--- config.mk ---
export PLATFORM = sky130hd
export DESIGN_NAME = found_reporter_flat
export DESIGN_NICKNAME = d
export VERILOG_FILES = /design/src/rtl/found_reporter_pkg.sv /design/src/rtl/found_reporter_if.sv /design/src/rtl/found_reporter_uart_tx_byte.sv /design/src/rtl/found_reporter.sv /design/src/flat_wrapper.sv
export SDC_FILE = /design/constraint.sdc
export NUM_CORES = 1
export LEC_CHECK = 0
export ABC_AREA = 1
export BUFFER_PORTS_ARGS = -buffer_cell sky130_fd_sc_hd__buf_2
export CAP_MARGIN = 20
export CORE_ASPECT_RATIO = 1.75
export CORE_UTILIZATION = 55
export DETAILED_ROUTE_END_ITERATION = 16
export PLACE_DENSITY = 0.8
export SETUP_SLACK_MARGIN = 0.5
export SYNTH_ARGS = -nofsm -noshare
export SYNTH_HDL_FRONTEND = slang
export SYNTH_SLANG_ARGS = --single-unit
--- constraint.sdc ---
create_clock -name CLK -period 5.9 [get_ports CLK]
set_input_delay 0.59 -clock CLK [delete_from_list [all_inputs] [get_ports CLK]]
set_output_delay 0.59 -clock CLK [all_outputs]
set_load 0.005 [all_outputs]
--- src/rtl/found_reporter_pkg.sv ---
// Shared types and helpers for the found reporter.
// FOUND_REPORTER_PARITY_EN adds an even-parity bit to every UART frame.
package found_reporter_pkg;

  typedef enum logic [2:0] {
    ST_IDLE,
    ST_CAPTURE,
    ST_LOAD,
    ST_START,
    ST_DATA,
`ifdef FOUND_REPORTER_PARITY_EN
    ST_PARITY,
`endif
    ST_STOP,
    ST_DONE
  } state_e;

  localparam logic [7:0] CR = 8'h0D;
  localparam logic [7:0] LF = 8'h0A;
  localparam int MSG_BYTES = 11;

  function automatic logic [7:0] hex_ascii(input logic [3:0] nib);
    logic [7:0] c;
    if (nib < 4'd10) begin
      c = 8'h30 + {4'h0, nib};
    end else begin
      c = 8'h37 + {4'h0, nib};
    end
    return c;
  endfunction

  // Scans downwards so the lowest set index is the one that survives.
  function automatic logic [3:0] lowest_set(input logic [15:0] v);
    logic [3:0] idx;
    idx = 4'd0;
    for (int i = 15; i >= 0; i--) begin
      if (v[i]) begin
        idx = 4'(i);
      end else begin
        idx = idx;
      end
    end
    return idx;
  endfunction

  function automatic logic even_parity(input logic [7:0] d);
    return ^d;
  endfunction

endpackage

--- src/rtl/found_reporter_if.sv ---
// Bus between the pipeline driver and the found reporter.
interface found_reporter_if #(parameter int NUM_LANES = 10);
  logic [28:0]          count;
  logic [NUM_LANES-1:0] found;
  logic                 tx;
  logic                 busy;
  logic                 reported;
  logic [32:0]          candidate;

  modport master (output count, output found,
                  input tx, input busy, input reported, input candidate);
  modport slave  (input count, input found,
                  output tx, output busy, output reported, output candidate);
endinterface

--- src/rtl/found_reporter_uart_tx_byte.sv ---
// One-byte UART transmitter with start/ready handshake; tx is registered.
// FOUND_REPORTER_PARITY_EN inserts an even-parity bit before the stop bit.
module uart_tx_byte
  import found_reporter_pkg::*;
#(
  parameter int DIV = 10
) (
  input  logic       CLK,
  input  logic       reset,
  input  logic       start,
  input  logic [7:0] data,
  output logic       ready,
  output logic       done,
  output logic       tx
);

  localparam int CNT_W = (DIV > 2) ? $clog2(DIV) : 1;
  localparam logic [CNT_W-1:0] BAUD_LAST = CNT_W'(DIV - 1);

  state_e           phase_q, phase_d;
  logic [CNT_W-1:0] baud_q, baud_d;
  logic [2:0]       bit_q, bit_d;
  logic [7:0]       shift_q, shift_d;
  logic             par_q, par_d;
  logic             tx_q, tx_d;
  logic             baud_last_s;
  logic             done_s;

  // Bit sequencing; tx_d reflects the current phase so the line lags it by one register.
  always_comb begin
    phase_d     = phase_q;
    baud_d      = baud_q;
    bit_d       = bit_q;
    shift_d     = shift_q;
    par_d       = par_q;
    tx_d        = 1'b1;
    done_s      = 1'b0;
    baud_last_s = (baud_q == BAUD_LAST);
    case (phase_q)
      ST_IDLE: begin
        if (start) begin
          phase_d = ST_START;
          baud_d  = {CNT_W{1'b0}};
          bit_d   = 3'd0;
          shift_d = data;
          par_d   = even_parity(data);
        end else begin
          phase_d = ST_IDLE;
        end
      end
      ST_START: begin
        tx_d = 1'b0;
        if (baud_last_s) begin
          phase_d = ST_DATA;
          baud_d  = {CNT_W{1'b0}};
        end else begin
          baud_d = baud_q + CNT_W'(1);
        end
      end
      ST_DATA: begin
        tx_d = shift_q[0];
        if (baud_last_s) begin
          baud_d  = {CNT_W{1'b0}};
          shift_d = {1'b0, shift_q[7:1]};
          bit_d   = bit_q + 3'd1;
          if (bit_q == 3'd7) begin
`ifdef FOUND_REPORTER_PARITY_EN
            phase_d = ST_PARITY;
`else
            phase_d = ST_STOP;
`endif
          end else begin
            phase_d = ST_DATA;
          end
        end else begin
          baud_d = baud_q + CNT_W'(1);
        end
      end
`ifdef FOUND_REPORTER_PARITY_EN
      ST_PARITY: begin
        tx_d = par_q;
        if (baud_last_s) begin
          phase_d = ST_STOP;
          baud_d  = {CNT_W{1'b0}};
        end else begin
          baud_d = baud_q + CNT_W'(1);
        end
      end
`endif
      ST_STOP: begin
        tx_d = 1'b1;
        if (baud_last_s) begin
          phase_d = ST_IDLE;
          baud_d  = {CNT_W{1'b0}};
          done_s  = 1'b1;
        end else begin
          baud_d = baud_q + CNT_W'(1);
        end
      end
      default: begin
        phase_d = ST_IDLE;
      end
    endcase
  end

  // Frame state registers.
  always_ff @(posedge CLK) begin
    if (reset) begin
      phase_q <= ST_IDLE;
      baud_q  <= {CNT_W{1'b0}};
      bit_q   <= 3'd0;
      shift_q <= 8'h00;
      par_q   <= 1'b0;
      tx_q    <= 1'b1;
    end else begin
      phase_q <= phase_d;
      baud_q  <= baud_d;
      bit_q   <= bit_d;
      shift_q <= shift_d;
      par_q   <= par_d;
      tx_q    <= tx_d;
    end
  end

  assign ready = (phase_q == ST_IDLE);
  assign done  = done_s;
  assign tx    = tx_q;

endmodule

--- src/rtl/found_reporter.sv ---
// Latches the first pipeline match and sends it as "XXXXXXXXX\r\n" over UART.
// FOUND_REPORTER_PARITY_EN selects 8E1 frames instead of 8N1.
module found_reporter
  import found_reporter_pkg::*;
#(
  parameter int CLK_HZ       = 100000000,
  parameter int BAUD         = 115200,
  parameter int PIPE_LATENCY = 64,
  parameter int NUM_LANES    = 10
) (
  input  logic             CLK,
  input  logic             reset,
  found_reporter_if.slave  bus
);

  localparam int DIV = (CLK_HZ + BAUD / 2) / BAUD;

  state_e        state_q, state_d;
  logic [28:0]   cnt_q, cnt_d;
  logic [3:0]    lane_q, lane_d;
  logic [32:0]   candidate_q, candidate_d;
  logic [3:0]    idx_q, idx_d;
  logic          busy_q, busy_d;
  logic          reported_q, reported_d;

  logic [NUM_LANES-1:0] found_s;
  logic [15:0]          found_ext_s;
  logic [35:0]          cand36_s;
  logic [3:0]           nib_s;
  logic [7:0]           msg_byte_s;
  logic                 start_s;
  logic                 ready_s;
  logic                 done_s;
  logic                 tx_s;

  assign found_s     = bus.found;
  assign found_ext_s = 16'(found_s);
  assign cand36_s    = {3'b000, candidate_q};

  // Message byte: nine hex digits MSB first, then CR LF.
  always_comb begin
    nib_s      = 4'(cand36_s >> (6'd32 - {idx_q, 2'b00}));
    msg_byte_s = 8'h00;
    if (idx_q < 4'd9) begin
      msg_byte_s = hex_ascii(nib_s);
    end else if (idx_q == 4'd9) begin
      msg_byte_s = CR;
    end else begin
      msg_byte_s = LF;
    end
  end

  // Top-level sequencer: capture once, then feed MSG_BYTES bytes to the UART.
  always_comb begin
    state_d     = state_q;
    cnt_d       = cnt_q;
    lane_d      = lane_q;
    candidate_d = candidate_q;
    idx_d       = idx_q;
    busy_d      = busy_q;
    reported_d  = reported_q;
    start_s     = 1'b0;
    case (state_q)
      ST_IDLE: begin
        if (found_ext_s != 16'h0000) begin
          state_d = ST_CAPTURE;
          cnt_d   = bus.count;
          lane_d  = lowest_set(found_ext_s);
        end else begin
          state_d = ST_IDLE;
        end
      end
      ST_CAPTURE: begin
        // Subtraction wraps modulo 2^29 by construction of the 29-bit field.
        candidate_d = {cnt_q - 29'(PIPE_LATENCY), lane_q};
        busy_d      = 1'b1;
        idx_d       = 4'd0;
        state_d     = ST_LOAD;
      end
      ST_LOAD: begin
        start_s = 1'b1;
        if (ready_s) begin
          state_d = ST_START;
        end else begin
          state_d = ST_LOAD;
        end
      end
      ST_START: begin
        if (done_s) begin
          if (idx_q == 4'(MSG_BYTES - 1)) begin
            state_d = ST_DONE;
          end else begin
            idx_d   = idx_q + 4'd1;
            state_d = ST_LOAD;
          end
        end else begin
          state_d = ST_START;
        end
      end
      ST_DONE: begin
        busy_d     = 1'b0;
        reported_d = 1'b1;
      end
      default: begin
        state_d = ST_IDLE;
      end
    endcase
  end

  // Sequencer and output registers.
  always_ff @(posedge CLK) begin
    if (reset) begin
      state_q     <= ST_IDLE;
      cnt_q       <= 29'd0;
      lane_q      <= 4'd0;
      candidate_q <= 33'd0;
      idx_q       <= 4'd0;
      busy_q      <= 1'b0;
      reported_q  <= 1'b0;
    end else begin
      state_q     <= state_d;
      cnt_q       <= cnt_d;
      lane_q      <= lane_d;
      candidate_q <= candidate_d;
      idx_q       <= idx_d;
      busy_q      <= busy_d;
      reported_q  <= reported_d;
    end
  end

  uart_tx_byte #(.DIV(DIV)) u_tx (
    .CLK   (CLK),
    .reset (reset),
    .start (start_s),
    .data  (msg_byte_s),
    .ready (ready_s),
    .done  (done_s),
    .tx    (tx_s)
  );

  assign bus.tx        = tx_s;
  assign bus.busy      = busy_q;
  assign bus.reported  = reported_q;
  assign bus.candidate = candidate_q;

endmodule

--- src/flat_wrapper.sv ---
// flat-port wrapper written by rule: the top's interface ports become plain ports
module found_reporter_flat import found_reporter_pkg::*;
#(
  parameter int CLK_HZ       = 100000000,
  parameter int BAUD         = 115200,
  parameter int PIPE_LATENCY = 64,
  parameter int NUM_LANES    = 10
)
  (CLK, reset, bus_count, bus_found, bus_tx, bus_busy, bus_reported, bus_candidate);
  found_reporter_if #(.NUM_LANES(NUM_LANES)) bus_i ();
  input  logic CLK;
  input  logic reset;
  input wire logic [$bits(bus_i.count)-1:0] bus_count;
  input wire logic [$bits(bus_i.found)-1:0] bus_found;
  output wire logic [$bits(bus_i.tx)-1:0] bus_tx;
  output wire logic [$bits(bus_i.busy)-1:0] bus_busy;
  output wire logic [$bits(bus_i.reported)-1:0] bus_reported;
  output wire logic [$bits(bus_i.candidate)-1:0] bus_candidate;
  assign bus_i.count = bus_count;
  assign bus_i.found = bus_found;
  assign bus_tx = bus_i.tx;
  assign bus_busy = bus_i.busy;
  assign bus_reported = bus_i.reported;
  assign bus_candidate = bus_i.candidate;
  found_reporter #(.CLK_HZ(CLK_HZ), .BAUD(BAUD), .PIPE_LATENCY(PIPE_LATENCY), .NUM_LANES(NUM_LANES)) u_core (.CLK(CLK), .reset(reset), .bus(bus_i));
endmodule
After elaboration in Yosys (flattened, before gate mapping)
Cells that the tools add are included.
Widths: inputs -> output; s select.
{"block": "op_classes", "addsub": 7, "n_lt_le_gt_ge": 2, "n_eq_ne": 17, "n_shift": 1, "muxes": 41, "reduce_logical": 13}
{"operator": "$mux 4", "count": 12}
{"operator": "$shr 33x6->4", "count": 1}
{"operator": "$mux 8", "count": 4}
{"operator": "$sub 29x7->29 const B", "count": 1}
{"operator": "$mux 3", "count": 8}
{"operator": "$mux 10", "count": 2}
{"operator": "$pmux 10 s2", "count": 1}
{"operator": "$pmux 8 s2", "count": 1}
{"operator": "$reduce_bool 16->1", "count": 1}
{"operator": "$pmux 3 s5", "count": 1}
{"operator": "$add 6x4->7 const A", "count": 2}
{"operator": "$eq 3x3->1 const B", "count": 4}
{"operator": "$pmux 3 s4", "count": 1}
{"operator": "$add 10x1->10 const B", "count": 1}
{"operator": "$eq 10x10->1 const B", "count": 1}
{"operator": "$eq 3x2->1 const B", "count": 3}
{"operator": "$reduce_and 3->1", "count": 3}
{"operator": "$eq 4x4->1 const B", "count": 2}
{"operator": "$lt 4x4->1 const B", "count": 2}
{"operator": "$ne 2x2->1 const B", "count": 4}
{"operator": "$pmux 4 s2", "count": 1}
{"operator": "$reduce_bool 2->1", "count": 4}
{"operator": "$logic_not 3->1", "count": 2}
{"operator": "$mux 1", "count": 6}
{"operator": "other kinds (10)", "count": 13}
{"block": "totals", "reg_bits": 100, "out_inout_bits": 36}

Depth between registers and ports, before layout
{"block": "depth", "depth_word": 10, "depth_mapped": 16, "mapped_depth_nobuf": 15}

Hierarchy
From an unflattened synthesis, not the netlist that was laid out.
{"block": "unflattened", "hier_cells": 813, "hier_area_um2": 5356.4}
{"mod": "found_reporter", "instances": 1, "cells_each": 587, "area_each_um2": 3906.2, "seq_area_each_um2": 1501.4}
{"mod": "uart_tx_byte", "instances": 1, "cells_each": 226, "area_each_um2": 1450.1, "seq_area_each_um2": 500.5}

Worst setup path after synthesis
Ideal clock, no wire load.
{"block": "synth_path", "path_type": "register to register", "startpoint": "reg u_core.idx_q[0]", "endpoint": "reg u_core.u_tx.shift_q[1]", "arrival_ps": 2066, "t_required_ps": 5830, "path_slack_ps": 3764, "stages_incl_launch_ff": 16, "path_buffers": 2, "period_less_slack_ps": 2136, "path_cell_list": "dfxtp_1 > inv_2 > buf_6 > ha_1 > buf_2 > a21oi_1 > o21ai_0 > nand3_1 > nand3_1 > nand2_1 > inv_1 > ha_1 > nand3b_1 > nand2_1 > nand2_1 > a21oi_1"}
{"block": "synth_via", "elab_chain_len": 7, "word_cells_on_any_way": 12, "cone_classes": "add/sub (3); order compare (2); eq/ne (1); shift (1); mux (5)"}
{"item": "start: declaration", "line_no": "found_reporter.sv:22", "source": "logic [3:0] idx_q, idx_d;"}
{"item": "start signal: assignment", "line_no": "found_reporter.sv:125", "source": "idx_q <= idx_d;"}
{"item": "$sub 6x6->6", "line_no": "found_reporter.sv:42", "source": "nib_s = 4'(cand36_s >> (6'd32 - {idx_q, 2'b00}));"}
{"item": "$shr 33x6->4", "line_no": "found_reporter.sv:42"}
{"item": "$add 6x4->7 (tied with other cells)", "line_no": "found_reporter_pkg.sv:27", "source": "c = 8'h37 + {4'h0, nib};"}
{"item": "$mux 8", "line_no": "found_reporter_pkg.sv:24", "source": "if (nib < 4'd10) begin"}
{"item": "$mux 8 (*)", "line_no": "found_reporter.sv:44", "source": "if (idx_q < 4'd9) begin"}
{"item": "$mux 8 (*)", "line_no": "found_reporter_uart_tx_byte.sv:41", "source": "if (start) begin"}
{"item": "$pmux 8 s2 (*)", "line_no": "found_reporter_uart_tx_byte.sv:39", "source": "case (phase_q)"}
{"item": "end signal: assignment", "line_no": "found_reporter_uart_tx_byte.sv:119", "source": "shift_q <= shift_d;"}
{"item": "end: declaration", "line_no": "found_reporter_uart_tx_byte.sv:23", "source": "logic [7:0] shift_q, shift_d;"}
Every way passes the cells marked *; elsewhere a longest branch is shown, timed or not. The select of a mux whose other input is x is not followed.
A chain may end at the register's enable or synchronous reset.

Worst setup path in the final report
Same ends and word-level chain as after synthesis.

==> results_dict.tcl <==
set metrics [dict create \
    tightest_slew_ns 0.734 \
    root_buffer "clkbuf_16" \
    avgSynthCellArea_um2 7.07 \
    initial_core_util 0.574 \
    drtIter0Drc 212 \
    num_io_pins 77 \
    end_kind "flop" \
    num_rows 45 \
    setup.worst_path.class "reg -> reg" \
    maxCapViolations 0 \
    crit_required_ns 6.17 \
    syn-num-nets 762 \
    finalCriticalPeriod_ns 3.27 \
    grt_pass1_vias 4489 \
    gp_congestion 0.913 \
    cts_tree "done" \
    netlist_instances 712 \
    synth_top_family_by_area "simple AND/OR/NAND/NOR gates" \
    synth_xor_area_frac 0.0395 \
    leakage_nw 2.71 \
    grt_max_degree 57 \
    r2r-start "u_core.idx_q[0]" \
    ys_types 47 \
    drtAntennaViolNets 0 \
    synthesis.area_um2 5040 \
    route.detailed.wl_per_inst_um 14.0 \
    status "completed" \
    multi_input_comb_area_um2 2510 \
    critPathLaunch "u_core.idx_q[0]" \
    slew_headroom 0.510 \
    fin_nets 824 \
    dp_hpwl_um 9310 \
    numCtsBuffers 9 \
    antenna_cells 0 \
    startpoint_type "flop" \
    synth_fa_ha_area_frac 0.0224 \
    htree_levels 3 \
    maxSlewViolCount 0 \
    ctsResizeCount 0 \
    clkTransAtPathRegs_ns 0.08 \
    synthMuxAreaShare 0 \
    cts_hold_buffers 0 \
    grt_setup_unrepaired "no" \
    fin_util 0.657 \
    core-area_um2 8780 \
    seq_area_um2 1980 \
    drc 0 \
    setup_viol 0 \
    clock_latency_ns 0.35 \
    grt_usage 0.276 \
    holdCritStartpoint "u_core.u_tx.baud_q[7]" \
    areaGrowthSynthToFinish_pct 14.5 \
    cts_buffer_depth 2 \
    clock-sinks 99 \
    portBuffers 76 \
    synth-seq-area-share 0.393 \
    drive_above_1_share 0.190 \
    setup_tns_ns 0 \
    die_y_um 129 \
    fin_crit_sh 0.554 \
    arrival_ns 3.54 \
    grt_first_pass_wirelength_um 20000 \
    path_max_fanout 23 \
    dieArea_um2 9560 \
    fmax_mhz 306 \
    synthSimpleGateAreaFrac 0.248 \
    die_w_um 74.3 \
    drt-total-wl_um 12500 \
    skew_ns 0.0142 \
    ys_seq_elements 99 \
    hold_violations 0 \
    ys_warn_count 0 \
    fillers 804 \
    power_per_cell_area_nw_per_um2 318 \
    synth_compound_area_frac 0.188 \
    antenna_found_initial 0 \
    vias_per_cell 5.37 \
    dr_total_vias 4811 \
    dr.pass1.iters 5 \
    grt_overflow 0 \
    peakVddDrop_v 0.000255 \
    postCtsSetupBuffers 0 \
    hp-class "reg -> reg" \
]
-- sequential cells by signal, indices dropped and copies added, names as in the netlist --
name,cells
u_core.idx_q,4
u_core.u_tx.bit_q,3
u_core.bus.reported,1
u_core.cnt_q,29
u_core.u_tx.baud_q,10
u_core.u_tx.tx,1
u_core.u_tx.phase_q,3
u_core.bus.busy,1
u_core.bus.candidate,33
u_core.u_tx.shift_q,7
u_core.lane_q,4
u_core.state_q,3
-- layout by cell type (no fill, tap or decap), drive strengths merged, types with 2 or more instances in the layout --
| cell type | instances |
|---|---|
| nand2 | 110 |
| inv | 109 |
| dfxtp | 99 |
| nor2 | 86 |
| o21ai | 81 |
| buf | 78 |
| a21oi | 76 |
| nand3 | 49 |
| xor2 | 17 |
| nor3 | 15 |
| ha | 9 |
| clkbuf | 9 |
| nand4 | 7 |
| a31oi | 5 |
| clkinv | 5 |
| xnor2 | 4 |
| o21a | 3 |
| o211ai | 3 |
| nand3b | 3 |
| o21bai | 2 |
| or2 | 2 |
| a211oi | 2 |
-- area by class of cell --
cell class              instances  area share
inverters                     108      0.0705
clock buffers                   9      0.0391
clock inverters                 7      0.0178
repair buffers                 78      0.0686
flip-flops and latches         99       0.344
well taps                     117      0.0254
multi-input cells             478       0.435
-- synthesized netlist by cell type, drive strengths merged --
master | instances | area (um^2)
nand4 | 7 | 43.8
nand2 | 110 | 445
dfxtp | 99 | 1980
a31oi | 5 | 31.3
xor2 | 17 | 156
clkinv | 2 | 8.75
o21bai | 2 | 15.0
nand3b | 3 | 26.3
a21oi | 76 | 399
nor2 | 86 | 348
ha | 9 | 113
nor4 | 1 | 6.26
nor3 | 15 | 91.3
clkbuf | 14 | 52.6
o21ai | 81 | 413
o31ai | 1 | 7.51
a311oi | 1 | 8.76
a211oi | 2 | 20.0
buf | 13 | 87.6
nand3 | 49 | 275
xnor2 | 4 | 42.6
o211ai | 3 | 22.5
o21a | 3 | 22.5
or2 | 2 | 12.5
inv | 106 | 398
a31o | 1 | 8.76
-- worst paths after layout --
path | end | slack, ns | cells after the start
min | u_core.u_tx.baud_q[7] | 0.46 | 1
max reg2reg | u_core.u_tx.shift_q[1] | 2.63 | 14
max | u_core.u_tx.shift_q[1] | 2.63 | 14
min reg2reg | u_core.u_tx.baud_q[7] | 0.46 | 1
-- per-stage QoR --
step	area, um^2	setup WS [ns]	instances	hold slack (ns)	total power (W)
detailed placement	5440	2.73	880	0.442	0.00122
finish	5770	2.63	896	0.457	0.00184
CTS	5770	2.67	896	0.455	0.00184
global route	5770	2.33	896	0.478	0.00193
global placement	5440	2.78	880	0.435	0.00121
floorplan	5040	3.76	712	0.422	0.00109
-- per-layer routing --
layer / vias up / share of wire / GRT usage
li1: 2436 / - / -
met1: 2193 / 0.37 / 0.276
met2: 137 / 0.55 / 0.516
met3: 45 / 0.037 / 0.0509
met4: 0 / 0.047 / 0.153
met5: - / 0 / 0
-- report_power, final --
part / switching [W] / internal, W
Clock: 0.000281 / 0.000344
Sequential: 0.0000623 / 0.000749
Combinational: 0.000260 / 0.000140
-- cells by family (layout without fill, tap and decap cells) --
family          after synthesis  count (layout)
xor+xnor                     21              21
fa+ha+maj                     9               9
flops                        99              99
compound gates              175             175
simple gates                273             273
buf+inv                     135             202
-- critical path, stage by stage (launching register included) --
cell and delay [ns]:
dfxtp_1 0.80, inv_2 0.32, ha_1 0.60, inv_1 0.23, nor2_1 0.15, o21ai_0 0.09
nand3_1 0.10, nand3_1 0.08, nand2_1 0.10, inv_1 0.06, ha_1 0.26, nand3b_1 0.15
nand2_1 0.07, nand2_1 0.05, a21oi_1 0.12
Note: power is estimated with default switching activity, not from simulation.
